**src/rtl/pong_pkg.sv**
```systemverilog
`default_nettype none
// ============================================================================
//  Module      : pong_pkg
//  Description : Shared constants, widths and the T20 period helper for the
//                Pong score/timer datapath.
//  Revision    : 1.0  initial release
// ============================================================================
package pong_pkg;

    localparam int WIN_SCORE    = 5;
    localparam int LVL_MAX      = 7;
    localparam int HITS_PER_LVL = 4;
    localparam int SCORE_W      = 4;
    localparam int LVL_W        = 3;

    // Ball-step period in clocks for a given level. The caller guarantees
    // base > LVL_MAX*step so the result never reaches zero.
    function automatic int t20_period(input logic [LVL_W-1:0] lvl,
                                      input int base,
                                      input int step);
        return base - int'(lvl) * step;
    endfunction

endpackage
`default_nettype wire

```
**src/rtl/pong_score_timer_if.sv**
```systemverilog
`default_nettype none
// ============================================================================
//  Module      : pong_score_timer_if
//  Description : Strobe/status bundle between the Pong controller (master)
//                and the score/timer datapath (slave).
//  Revision    : 1.0  initial release
// ============================================================================
interface pong_score_timer_if;
    import pong_pkg::*;

    // Controller strobes
    logic               T5_en;
    logic               T20_en;
    logic               Hit_ld;
    logic               Hit_clr;
    logic               Lvl_clr;
    logic               P1_ld;
    logic               P1_clr;
    logic               P2_ld;
    logic               P2_clr;

    // Datapath status back to controller / display
    logic               T5_out;
    logic               T20_out;
    logic               winner;
    logic               winner_id;
    logic [SCORE_W-1:0] p1_score;
    logic [SCORE_W-1:0] p2_score;
    logic [LVL_W-1:0]   level;

    modport master (
        output T5_en, T20_en, Hit_ld, Hit_clr, Lvl_clr,
               P1_ld, P1_clr, P2_ld, P2_clr,
        input  T5_out, T20_out, winner, winner_id,
               p1_score, p2_score, level
    );

    modport slave (
        input  T5_en, T20_en, Hit_ld, Hit_clr, Lvl_clr,
               P1_ld, P1_clr, P2_ld, P2_clr,
        output T5_out, T20_out, winner, winner_id,
               p1_score, p2_score, level
    );

endinterface
`default_nettype wire

```
**src/rtl/pong_timer.sv**
```systemverilog
`default_nettype none
// ============================================================================
//  Module      : pong_timer
//  Description : Enable-gated modulo counter. Advances on i_inc, emits a
//                one-clock pulse when the count would reach i_limit and then
//                restarts at zero. Dropping i_en clears count and pulse.
//  Revision    : 1.0  initial release
// ============================================================================
module pong_timer #(
    parameter int WIDTH = 8
) (
    input  logic             Clk,
    input  logic             Rst_n,
    input  logic             i_en,
    input  logic             i_inc,
    input  logic [WIDTH-1:0] i_limit,
    output logic             o_pulse
);

    logic [WIDTH-1:0] r_cnt;
    logic             r_pulse;
    logic [WIDTH:0]   w_next;
    logic             w_term;

    // Compare with >= so a limit that shrinks below the running count
    // terminates on the very next increment instead of wrapping.
    assign w_next  = {1'b0, r_cnt} + (WIDTH+1)'(1);
    assign w_term  = (w_next >= {1'b0, i_limit});
    assign o_pulse = r_pulse;

    // Count register and registered terminal-count pulse
    always_ff @(posedge Clk or negedge Rst_n) begin
        if (!Rst_n) begin
            r_cnt   <= '0;
            r_pulse <= 1'b0;
        end else if (!i_en) begin
            r_cnt   <= '0;
            r_pulse <= 1'b0;
        end else if (i_inc) begin
            if (w_term) begin
                r_cnt   <= '0;
                r_pulse <= 1'b1;
            end else begin
                r_cnt   <= w_next[WIDTH-1:0];
                r_pulse <= 1'b0;
            end
        end else begin
            r_pulse <= 1'b0;
        end
    end

endmodule
`default_nettype wire

```
**src/rtl/pong_score_timer.sv**
```systemverilog
`default_nettype none
// ============================================================================
//  Module      : pong_score_timer
//  Description : Pong datapath: T5 serve/pause timer with prescaler, T20
//                level-dependent ball-step timer, hit counter and level,
//                per-player scores and registered winner flags.
//                T20_BASE must exceed LVL_MAX*T20_STEP.
//  Revision    : 1.0  initial release
// ============================================================================
module pong_score_timer #(
    parameter int TICK_DIV     = 4,
    parameter int T5_TICKS     = 5,
    parameter int T20_BASE     = 20,
    parameter int T20_STEP     = 2,
    parameter int HITS_PER_LVL = pong_pkg::HITS_PER_LVL,
    parameter int LVL_MAX      = pong_pkg::LVL_MAX,
    parameter int WIN_SCORE    = pong_pkg::WIN_SCORE
) (
    input  logic              Clk,
    input  logic              Rst_n,
    pong_score_timer_if.slave bus
);
    import pong_pkg::*;

    localparam int c_PRE_W = (TICK_DIV > 1) ? $clog2(TICK_DIV) : 1;
    localparam int c_HIT_W = (HITS_PER_LVL > 1) ? $clog2(HITS_PER_LVL) : 1;
    localparam int c_T5_W  = $clog2(T5_TICKS + 1);
    localparam int c_T20_W = $clog2(T20_BASE + 1);

    localparam logic [c_PRE_W-1:0] c_PRE_LAST = c_PRE_W'(TICK_DIV - 1);
    localparam logic [c_HIT_W-1:0] c_HIT_LAST = c_HIT_W'(HITS_PER_LVL - 1);
    localparam logic [LVL_W-1:0]   c_LVL_MAX  = LVL_W'(LVL_MAX);
    localparam logic [SCORE_W-1:0] c_WIN      = SCORE_W'(WIN_SCORE);
    localparam logic [c_T5_W-1:0]  c_T5_LIM   = c_T5_W'(T5_TICKS);

    logic [c_PRE_W-1:0] r_pre;
    logic               w_tick;
    logic [c_HIT_W-1:0] r_hit_cnt;
    logic [LVL_W-1:0]   r_level;
    logic [SCORE_W-1:0] r_p1_score;
    logic [SCORE_W-1:0] r_p2_score;
    logic               r_winner;
    logic               r_winner_id;
    logic [c_T20_W-1:0] w_t20_limit;
    logic               w_p1_won;
    logic               w_p2_won;

    // ------------------------------------------------------------------------
    // T5 path: prescaler restarts whenever T5 is disabled so the first
    // timeout after enable is exactly TICK_DIV*T5_TICKS clocks away.
    // ------------------------------------------------------------------------
    assign w_tick = bus.T5_en && (r_pre == c_PRE_LAST);

    // Free-running prescaler, held at zero while T5 is disabled
    always_ff @(posedge Clk or negedge Rst_n) begin
        if (!Rst_n) begin
            r_pre <= '0;
        end else if (!bus.T5_en || (r_pre == c_PRE_LAST)) begin
            r_pre <= '0;
        end else begin
            r_pre <= r_pre + c_PRE_W'(1);
        end
    end

    pong_timer #(
        .WIDTH   (c_T5_W)
    ) u_t5 (
        .Clk     (Clk),
        .Rst_n   (Rst_n),
        .i_en    (bus.T5_en),
        .i_inc   (w_tick),
        .i_limit (c_T5_LIM),
        .o_pulse (bus.T5_out)
    );

    // ------------------------------------------------------------------------
    // T20 path: period follows the live level, so a level change shortens
    // the count already in progress.
    // ------------------------------------------------------------------------
    assign w_t20_limit = c_T20_W'(t20_period(r_level, T20_BASE, T20_STEP));

    pong_timer #(
        .WIDTH   (c_T20_W)
    ) u_t20 (
        .Clk     (Clk),
        .Rst_n   (Rst_n),
        .i_en    (bus.T20_en),
        .i_inc   (1'b1),
        .i_limit (w_t20_limit),
        .o_pulse (bus.T20_out)
    );

    // ------------------------------------------------------------------------
    // Hit counter and level
    // ------------------------------------------------------------------------
    // Hits roll into level increments; clears take priority over loads
    always_ff @(posedge Clk or negedge Rst_n) begin
        if (!Rst_n) begin
            r_hit_cnt <= '0;
            r_level   <= '0;
        end else if (bus.Lvl_clr) begin
            r_hit_cnt <= '0;
            r_level   <= '0;
        end else if (bus.Hit_clr) begin
            r_hit_cnt <= '0;
        end else if (bus.Hit_ld) begin
            if (r_hit_cnt == c_HIT_LAST) begin
                r_hit_cnt <= '0;
                if (r_level < c_LVL_MAX) begin
                    r_level <= r_level + LVL_W'(1);
                end
            end else begin
                r_hit_cnt <= r_hit_cnt + c_HIT_W'(1);
            end
        end
    end

    // ------------------------------------------------------------------------
    // Scores and winner
    // ------------------------------------------------------------------------
    // Player 1 score, saturating at the winning score
    always_ff @(posedge Clk or negedge Rst_n) begin
        if (!Rst_n) begin
            r_p1_score <= '0;
        end else if (bus.P1_clr) begin
            r_p1_score <= '0;
        end else if (bus.P1_ld && (r_p1_score < c_WIN)) begin
            r_p1_score <= r_p1_score + SCORE_W'(1);
        end
    end

    // Player 2 score, saturating at the winning score
    always_ff @(posedge Clk or negedge Rst_n) begin
        if (!Rst_n) begin
            r_p2_score <= '0;
        end else if (bus.P2_clr) begin
            r_p2_score <= '0;
        end else if (bus.P2_ld && (r_p2_score < c_WIN)) begin
            r_p2_score <= r_p2_score + SCORE_W'(1);
        end
    end

    assign w_p1_won = (r_p1_score == c_WIN);
    assign w_p2_won = (r_p2_score == c_WIN);

    // Registered winner flags; a tie is credited to player 1
    always_ff @(posedge Clk or negedge Rst_n) begin
        if (!Rst_n) begin
            r_winner    <= 1'b0;
            r_winner_id <= 1'b0;
        end else begin
            r_winner    <= w_p1_won | w_p2_won;
            r_winner_id <= w_p2_won & ~w_p1_won;
        end
    end

    assign bus.winner    = r_winner;
    assign bus.winner_id = r_winner_id;
    assign bus.p1_score  = r_p1_score;
    assign bus.p2_score  = r_p2_score;
    assign bus.level     = r_level;

endmodule
`default_nettype wire

```
**src/flat_wrapper.sv**
```systemverilog
// flat-port wrapper written by rule: the top's interface ports become plain ports
module pong_score_timer_flat import pong_pkg::*;
#(
    parameter int TICK_DIV     = 4,
    parameter int T5_TICKS     = 5,
    parameter int T20_BASE     = 20,
    parameter int T20_STEP     = 2,
    parameter int HITS_PER_LVL = pong_pkg::HITS_PER_LVL,
    parameter int LVL_MAX      = pong_pkg::LVL_MAX,
    parameter int WIN_SCORE    = pong_pkg::WIN_SCORE
)
  (Clk, Rst_n, bus_T5_en, bus_T20_en, bus_Hit_ld, bus_Hit_clr, bus_Lvl_clr, bus_P1_ld, bus_P1_clr, bus_P2_ld, bus_P2_clr, bus_T5_out, bus_T20_out, bus_winner, bus_winner_id, bus_p1_score, bus_p2_score, bus_level);
  pong_score_timer_if bus_i ();
  input  logic Clk;
  input  logic Rst_n;
  input wire logic [$bits(bus_i.T5_en)-1:0] bus_T5_en;
  input wire logic [$bits(bus_i.T20_en)-1:0] bus_T20_en;
  input wire logic [$bits(bus_i.Hit_ld)-1:0] bus_Hit_ld;
  input wire logic [$bits(bus_i.Hit_clr)-1:0] bus_Hit_clr;
  input wire logic [$bits(bus_i.Lvl_clr)-1:0] bus_Lvl_clr;
  input wire logic [$bits(bus_i.P1_ld)-1:0] bus_P1_ld;
  input wire logic [$bits(bus_i.P1_clr)-1:0] bus_P1_clr;
  input wire logic [$bits(bus_i.P2_ld)-1:0] bus_P2_ld;
  input wire logic [$bits(bus_i.P2_clr)-1:0] bus_P2_clr;
  output wire logic [$bits(bus_i.T5_out)-1:0] bus_T5_out;
  output wire logic [$bits(bus_i.T20_out)-1:0] bus_T20_out;
  output wire logic [$bits(bus_i.winner)-1:0] bus_winner;
  output wire logic [$bits(bus_i.winner_id)-1:0] bus_winner_id;
  output wire logic [$bits(bus_i.p1_score)-1:0] bus_p1_score;
  output wire logic [$bits(bus_i.p2_score)-1:0] bus_p2_score;
  output wire logic [$bits(bus_i.level)-1:0] bus_level;
  assign bus_i.T5_en = bus_T5_en;
  assign bus_i.T20_en = bus_T20_en;
  assign bus_i.Hit_ld = bus_Hit_ld;
  assign bus_i.Hit_clr = bus_Hit_clr;
  assign bus_i.Lvl_clr = bus_Lvl_clr;
  assign bus_i.P1_ld = bus_P1_ld;
  assign bus_i.P1_clr = bus_P1_clr;
  assign bus_i.P2_ld = bus_P2_ld;
  assign bus_i.P2_clr = bus_P2_clr;
  assign bus_T5_out = bus_i.T5_out;
  assign bus_T20_out = bus_i.T20_out;
  assign bus_winner = bus_i.winner;
  assign bus_winner_id = bus_i.winner_id;
  assign bus_p1_score = bus_i.p1_score;
  assign bus_p2_score = bus_i.p2_score;
  assign bus_level = bus_i.level;
  pong_score_timer #(.TICK_DIV(TICK_DIV), .T5_TICKS(T5_TICKS), .T20_BASE(T20_BASE), .T20_STEP(T20_STEP), .HITS_PER_LVL(HITS_PER_LVL), .LVL_MAX(LVL_MAX), .WIN_SCORE(WIN_SCORE)) u_core (.Clk(Clk), .Rst_n(Rst_n), .bus(bus_i));
endmodule
```
**config.mk**
```make
export PLATFORM = sky130hd
export DESIGN_NAME = pong_score_timer_flat
export DESIGN_NICKNAME = d
export VERILOG_FILES = /design/src/rtl/pong_pkg.sv /design/src/rtl/pong_score_timer_if.sv /design/src/rtl/pong_timer.sv /design/src/rtl/pong_score_timer.sv /design/src/flat_wrapper.sv
export SDC_FILE = /design/constraint.sdc
export NUM_CORES = 1
export LEC_CHECK = 0
export BUFFER_PORTS_ARGS = -buffer_cell sky130_fd_sc_hd__buf_2
export CORE_MARGIN = 1
export CORE_UTILIZATION = 50
export CTS_CLUSTER_DIAMETER = 120
export DETAILED_ROUTE_END_ITERATION = 16
export GPL_TIMING_DRIVEN = 0
export PLACE_DENSITY = 0.75
export SLEW_MARGIN = 20
export SYNTH_ARGS = -nofsm -noshare
export SYNTH_HDL_FRONTEND = slang
export SYNTH_SLANG_ARGS = --single-unit
```
**constraint.sdc**
```tcl
create_clock -name Clk -period 1.81 [get_ports Clk]
set_input_delay 0.0905 -clock Clk [delete_from_list [all_inputs] [get_ports Clk]]
set_output_delay 0.0905 -clock Clk [all_outputs]
set_load 0.02 [all_outputs]
```
-- Yosys cells after proc, flatten, opt, wreduce, memory -nomap -nowiden
Index checks and enable logic that the tools add are counted.
- bits in registers: 27
- bits of input ports: 11
- output and inout bits: 15
- word-level logic and storage cells: 69
- add/subtract/negate cells: 8
- order comparisons: 5
- equality and inequality tests: 6
- mux-type cells: 24
- bitwise gates (word level): 3
- reductions and logical operators: 12
- operators by type and width (kind ; number):
    3-bit 2-to-1 mux ; 8
    4-bit 2-to-1 mux ; 4
    2-bit 2-to-1 mux ; 5
    5-bit 2-to-1 mux ; 2
    2-bit nonzero test ; 5
    4-bit by 1-bit adder with 4-bit output, second input constant ; 2
    4-bit by 3-bit == test with 1-bit output, second input constant ; 2
    4-bit by 3-bit less-than comparator with 1-bit output, second input constant ; 2
    5-bit by 1-bit adder with 6-bit output, second input constant ; 1
    6-bit by 5-bit greater-or-equal comparator with 1-bit output ; 1
    1-bit 2-to-1 mux ; 5
    5-bit by 4-bit subtractor with 5-bit output, first input constant ; 1
    2-bit by 1-bit adder with 2-bit output, second input constant ; 2
    3-bit by 1-bit adder with 4-bit output, second input constant ; 1
    2-bit == test, second input constant ; 2
    4-bit by 3-bit greater-or-equal comparator with 1-bit output, second input constant ; 1
    2-bit by 1-bit inequality test with 1-bit output, second input constant ; 2
    4-bit AND reduction ; 1
    3-bit by 1-bit adder with 3-bit output, second input constant ; 1
    1-bit logical AND ; 3
    3-bit less-than comparator, second input constant ; 1
    3-bit nonzero test ; 1
    1-bit bitwise AND ; 1
    1-bit zero test ; 1
    other kinds (3) ; 3

-- Longest topological paths before layout
- depth after elaboration: 6
- mapped depth: 7
- gate-level depth less buffers: 7

-- Hierarchy
Synthesis repeated with hierarchy kept, for this count alone.
- cells, all modules: 170
- area, all modules: 1720.4 um^2
- by module, submodules not included (module ; instances ; cells each ; area an instance (um^2) ; sequential area each (um^2)):
    pong_score_timer ; 1 ; 95 ; 988.4 ; 425.4
    pong_timer (u_core.u_t20) ; 1 ; 45 ; 434.2 ; 150.1
    pong_timer (u_core.u_t5) ; 1 ; 30 ; 297.8 ; 100.1

-- Least setup slack after synthesis
OpenSTA, ideal clock, no wires.
- kind: reg-to-reg
- start point: reg u_core.r_level[0], in the netlist u_core.bus.level[0]
- end point: reg u_core.u_t20.r_cnt[2]
- library setup time: 89 ps
- arrival: 1738 ps
- path slack: -18 ps
- cell stages (with the launch flop): 7
- buffers on the path: 0
- period minus slack after synthesis: 1828 ps
- cells stage by stage: dfrtp_1 ha_1 xnor2_1 ha_1 a21oi_1 o221ai_1 nor3b_1
- cells in the longest elaborated chain, start to end: 4
- ends and longest elaborated chain (element ; line ; source):
    from (decl) ; pong_score_timer.sv:39 ; logic [LVL_W-1:0] r_level;
    from (signal assigned) ; pong_score_timer.sv:110 ; r_level <= r_level + LVL_W'(1);
    5-bit by 4-bit subtractor with 5-bit output ; pong_pkg.sv:21 ; return base - int'(lvl) * step;
    6-bit by 5-bit greater-or-equal comparator with 1-bit output ; pong_timer.sv:28 ; assign w_term = (w_next >= {1'b0, i_limit});
    5-bit 2-to-1 mux ; pong_timer.sv:40 ; if (w_term) begin
    5-bit 2-to-1 mux ; pong_timer.sv:36 ; end else if (!i_en) begin
    to (signal assigned) ; pong_timer.sv:44 ; r_cnt <= w_next[WIDTH-1:0];
    to (decl) ; pong_timer.sv:20 ; logic [WIDTH-1:0] r_cnt;
No other way between the ends.
A chain may end at the register's enable or synchronous reset.

-- Worst setup path in the final report
- start point: reg u_core.r_level[0], in the netlist u_core.bus.level[0]
- end point: reg u_core.u_t20.r_cnt[4]
The elaborated chain is that of the path after synthesis.

==> results.toml <==
[die]
start_util_pct = 54.1
fp-row-count = 19
die_h_microns = 57.3
ios = 26
die-area_sq_mm = 0.00329
coreArea_sq_mm = 0.00283
fp.dieW_microns = 57.3

[route]
wl_met3_microns = 75
top_layer = "met4"
drt-total-wl_microns = 2990
ant_nets = 0
wl_met2_microns = 1600
wl_met1_microns = 1250
drc = 2
vias = 1250
drt_iter0_markers = 52
via_per_inst = 5.71
wire_per_inst_microns = 13.7
drtPass1Iterations = 10

[power_and_ir_drop]
p_clk_share_pct = 24.5
switching_share_pct = 26.0
switching_power_uw = 273
leakagePower_nw = 0.926
combinationalPowerShare_pct = 14.1
p_int_uw = 775
powerDensity_mw_per_mm2 = 534
ir_drop_mv = 0.363
power_frac_seq_pct = 61.4

[finish]
final_common_cell = "dfrtp_1"
fin_area_sq_mm = 0.00196
stdcell_count = 219
nFillCells = 214
final_cell_mix = "dfrtp_1, buf_2, ha_1, inv_1, a21oi_1"
area_delta_synth_final_pct = 28.1
antenna_cells = 0
fin_nets = 218
layout-drive-gt1-share_pct = 31.4

[status]
status = "finished with violations"
violations = "design-rule violations"

[timing]
layout_setup_ws_ns = 0.0172
relSlewSlack_pct = 61.0
max_clock_freq_ghz = 0.558
fin_crit_ns = 1.79
setup_viol = 0
slew_violations = 0
worstMarginPinSlew_ns = 0.585
fin_crit_sh_pct = 99.0
skew_ns = 0.00313
hold_violations = 0
rsz0062_at_grt = "yes"

[worst_setup_path]
critical_path_peak_fanout = 7
worstPathRequired_ns = 2.01
endpoint_kind = "flop"
r2r-end = "u_core.u_t20.r_cnt[4]"
ff2ff_setup_slack_ns = 0.02
worstReg2RegStart = "u_core.bus.level[0]"
worstSetupPathType = "flop to flop"
reg2reg_depth = 6
critPathArrivalTime_ns = 2.00
critPathLaunchType = "flop"

[hold_path]
hold_path.class = "primary input to flop"
whs_path_depth = 3
worstHoldEndpoint = "u_core.r_hit_cnt[1]"
min_from = "bus_Hit_ld"

[grt]
antenna_found_initial = 0
grt_overflow_total = 0
grt_pass1_wl_microns = 5040
grt_pass1_vias = 1208
grt_max_degree = 28
grt_usage_pct = 19.9

[placed_design]
io_buffers = 24
post_dp_cell_area_sq_mm = 0.00169
hpwl_microns = 2070
routabilityCongestion = 0.767
placed_cells = 202
pre_cts_slack_ns = -0.0979

[synthesis]
ys_warn_count = 0
synth-async-reset-ratio_pct = 100
synthCells = 147
syn_area_sq_mm = 0.00153
ys_ff_latch = 27
synthDistinctLibCells = 34
avgSynthCellArea_sq_um = 10.4
synthFlopType = "dfrtp_1"
synth_edf_count = 0
synth_nets = 176
yosysSeqAreaShare_pct = 44.1

[cts]
cts.clk_slew.worst_paths_ns = 0.14
cts_root_buf = "clkbuf_4"
numCtsBuffers = 3
htree_num_levels = 1
cts.sinks = 27
cts_tree = "yes"
cts_buffer_depth = 2
insertion_delay_ns = 0.32

[run]
cap_violations = 0
==> through the flow <==
step / hold WS, ns / TNS, ns / power (mW) / utilization, %
finish: 0.120 / 0 / 1.05 / 69.3
global placement: 0.129 / -0.118 / 0.767 / 59.8
detailed placement: 0.130 / -0.432 / 0.775 / 59.8
global route: 0.122 / -0.326 / 1.11 / 69.3
floorplan: -0.205 / 0 / 0.722 / -
CTS: 0.111 / 0 / 1.05 / 64.2
==> logic make-up after synthesis <==
family / share of synthesized area [%]
xor+xnor: 2.86
mux: 1.31
compound gates: 13.1
simple gates: 20.0
fa+ha+maj: 14.7
buf+inv: 3.92
flops: 44.1
==> registers in the layout (all words and copies together) (netlist names) <==
name	flops
u_core.r_hit_cnt	2
u_core.bus.level	3
u_core.bus.p2_score	4
u_core.bus.winner_id	1
u_core.u_t5.r_cnt	3
u_core.bus.winner	1
u_core.r_pre	2
u_core.bus.p1_score	4
u_core.u_t20.r_cnt	5
u_core.u_t5.o_pulse	1
u_core.u_t20.o_pulse	1
==> worst max path at each step <==
stage	startpoint	depth (start not counted)	slack [ns]	endpoint
finish	u_core.bus.level[0]	6	0.02	u_core.u_t20.r_cnt[4]
global route	u_core.u_t20.r_cnt[1]	7	-0.08	u_core.u_t20.r_cnt[4]
CTS	u_core.u_t20.r_cnt[0]	7	0.0008	u_core.u_t20.r_cnt[4]
detailed placement	u_core.bus.level[0]	6	-0.1	u_core.u_t20.r_cnt[3]
global placement	u_core.bus.level[0]	6	-0.04	u_core.u_t20.r_cnt[4]
floorplan	u_core.bus.level[1]	6	0.03	u_core.u_t20.r_cnt[2]
==> layer usage <==
metal | vias to the layer above | track usage [%]
li1 | 602 | -
met1 | 616 | 22.0
met2 | 25 | 37.0
met3 | 7 | 2.72
met4 | 0 | 9.76
met5 | - | 0
==> synth_stat cells (2+ instances only) <==
cell,count,area [sq um]
ha_1,18,225
nor2b_4,2,27.5
nor3_1,5,25.0
nor2_1,2,7.51
and3_1,2,12.5
nand2_1,8,30.0
o22ai_1,3,18.8
a21boi_0,2,15.0
nor2b_1,4,25.0
a21oi_1,11,55.1
or3b_1,2,17.5
nand3_1,10,50.1
or3_1,6,37.5
inv_1,12,45.0
mux2i_1,2,20.0
xnor2_1,4,35.0
o31ai_1,2,15.0
o21ai_0,6,30.0
and3b_1,2,17.5
nand2b_4,2,27.5
dfrtp_1,27,676
nor3b_1,3,22.5
==> critical path: stages (launching register included) <==
cell and delay [ns]:
dfrtp_2 0.50, buf_4 0.17, ha_4 0.25, ha_4 0.26, nand3_2 0.11, o221ai_4 0.30
nor3b_2 0.09
==> power by group through the flow <==
stage / registers (mW) / clock network [mW] / logic, mW
finish: 0.643 / 0.257 / 0.148
global route: 0.647 / 0.296 / 0.166
CTS: 0.642 / 0.268 / 0.139
detailed placement: 0.654 / 0 / 0.121
global placement: 0.652 / 0 / 0.114
floorplan: 0.659 / 0 / 0.0631
==> timing repair <==
item,CTS,global route
hold endpoints to repair,41,0
setup buffers,2,4
pin swaps,1,8
setup endpoints to repair,5,6
hold buffers,7,0
gates resized for setup,3,17
==> layout make-up <==
| type | count | area (sq um) | share of cell area [%] |
|---|---|---|---|
| buffer | 2 | 15.0 | 0.765 |
| timing repair buffer | 37 | 235 | 12.0 |
| sequential | 27 | 678 | 34.6 |
| tap | 31 | 38.8 | 1.98 |
| clock buffer | 4 | 26.3 | 1.34 |
| inverter | 12 | 45.0 | 2.30 |
| multi-input combinational | 106 | 923 | 47.1 |
No activity file was read; power rests on OpenSTA's default activity.
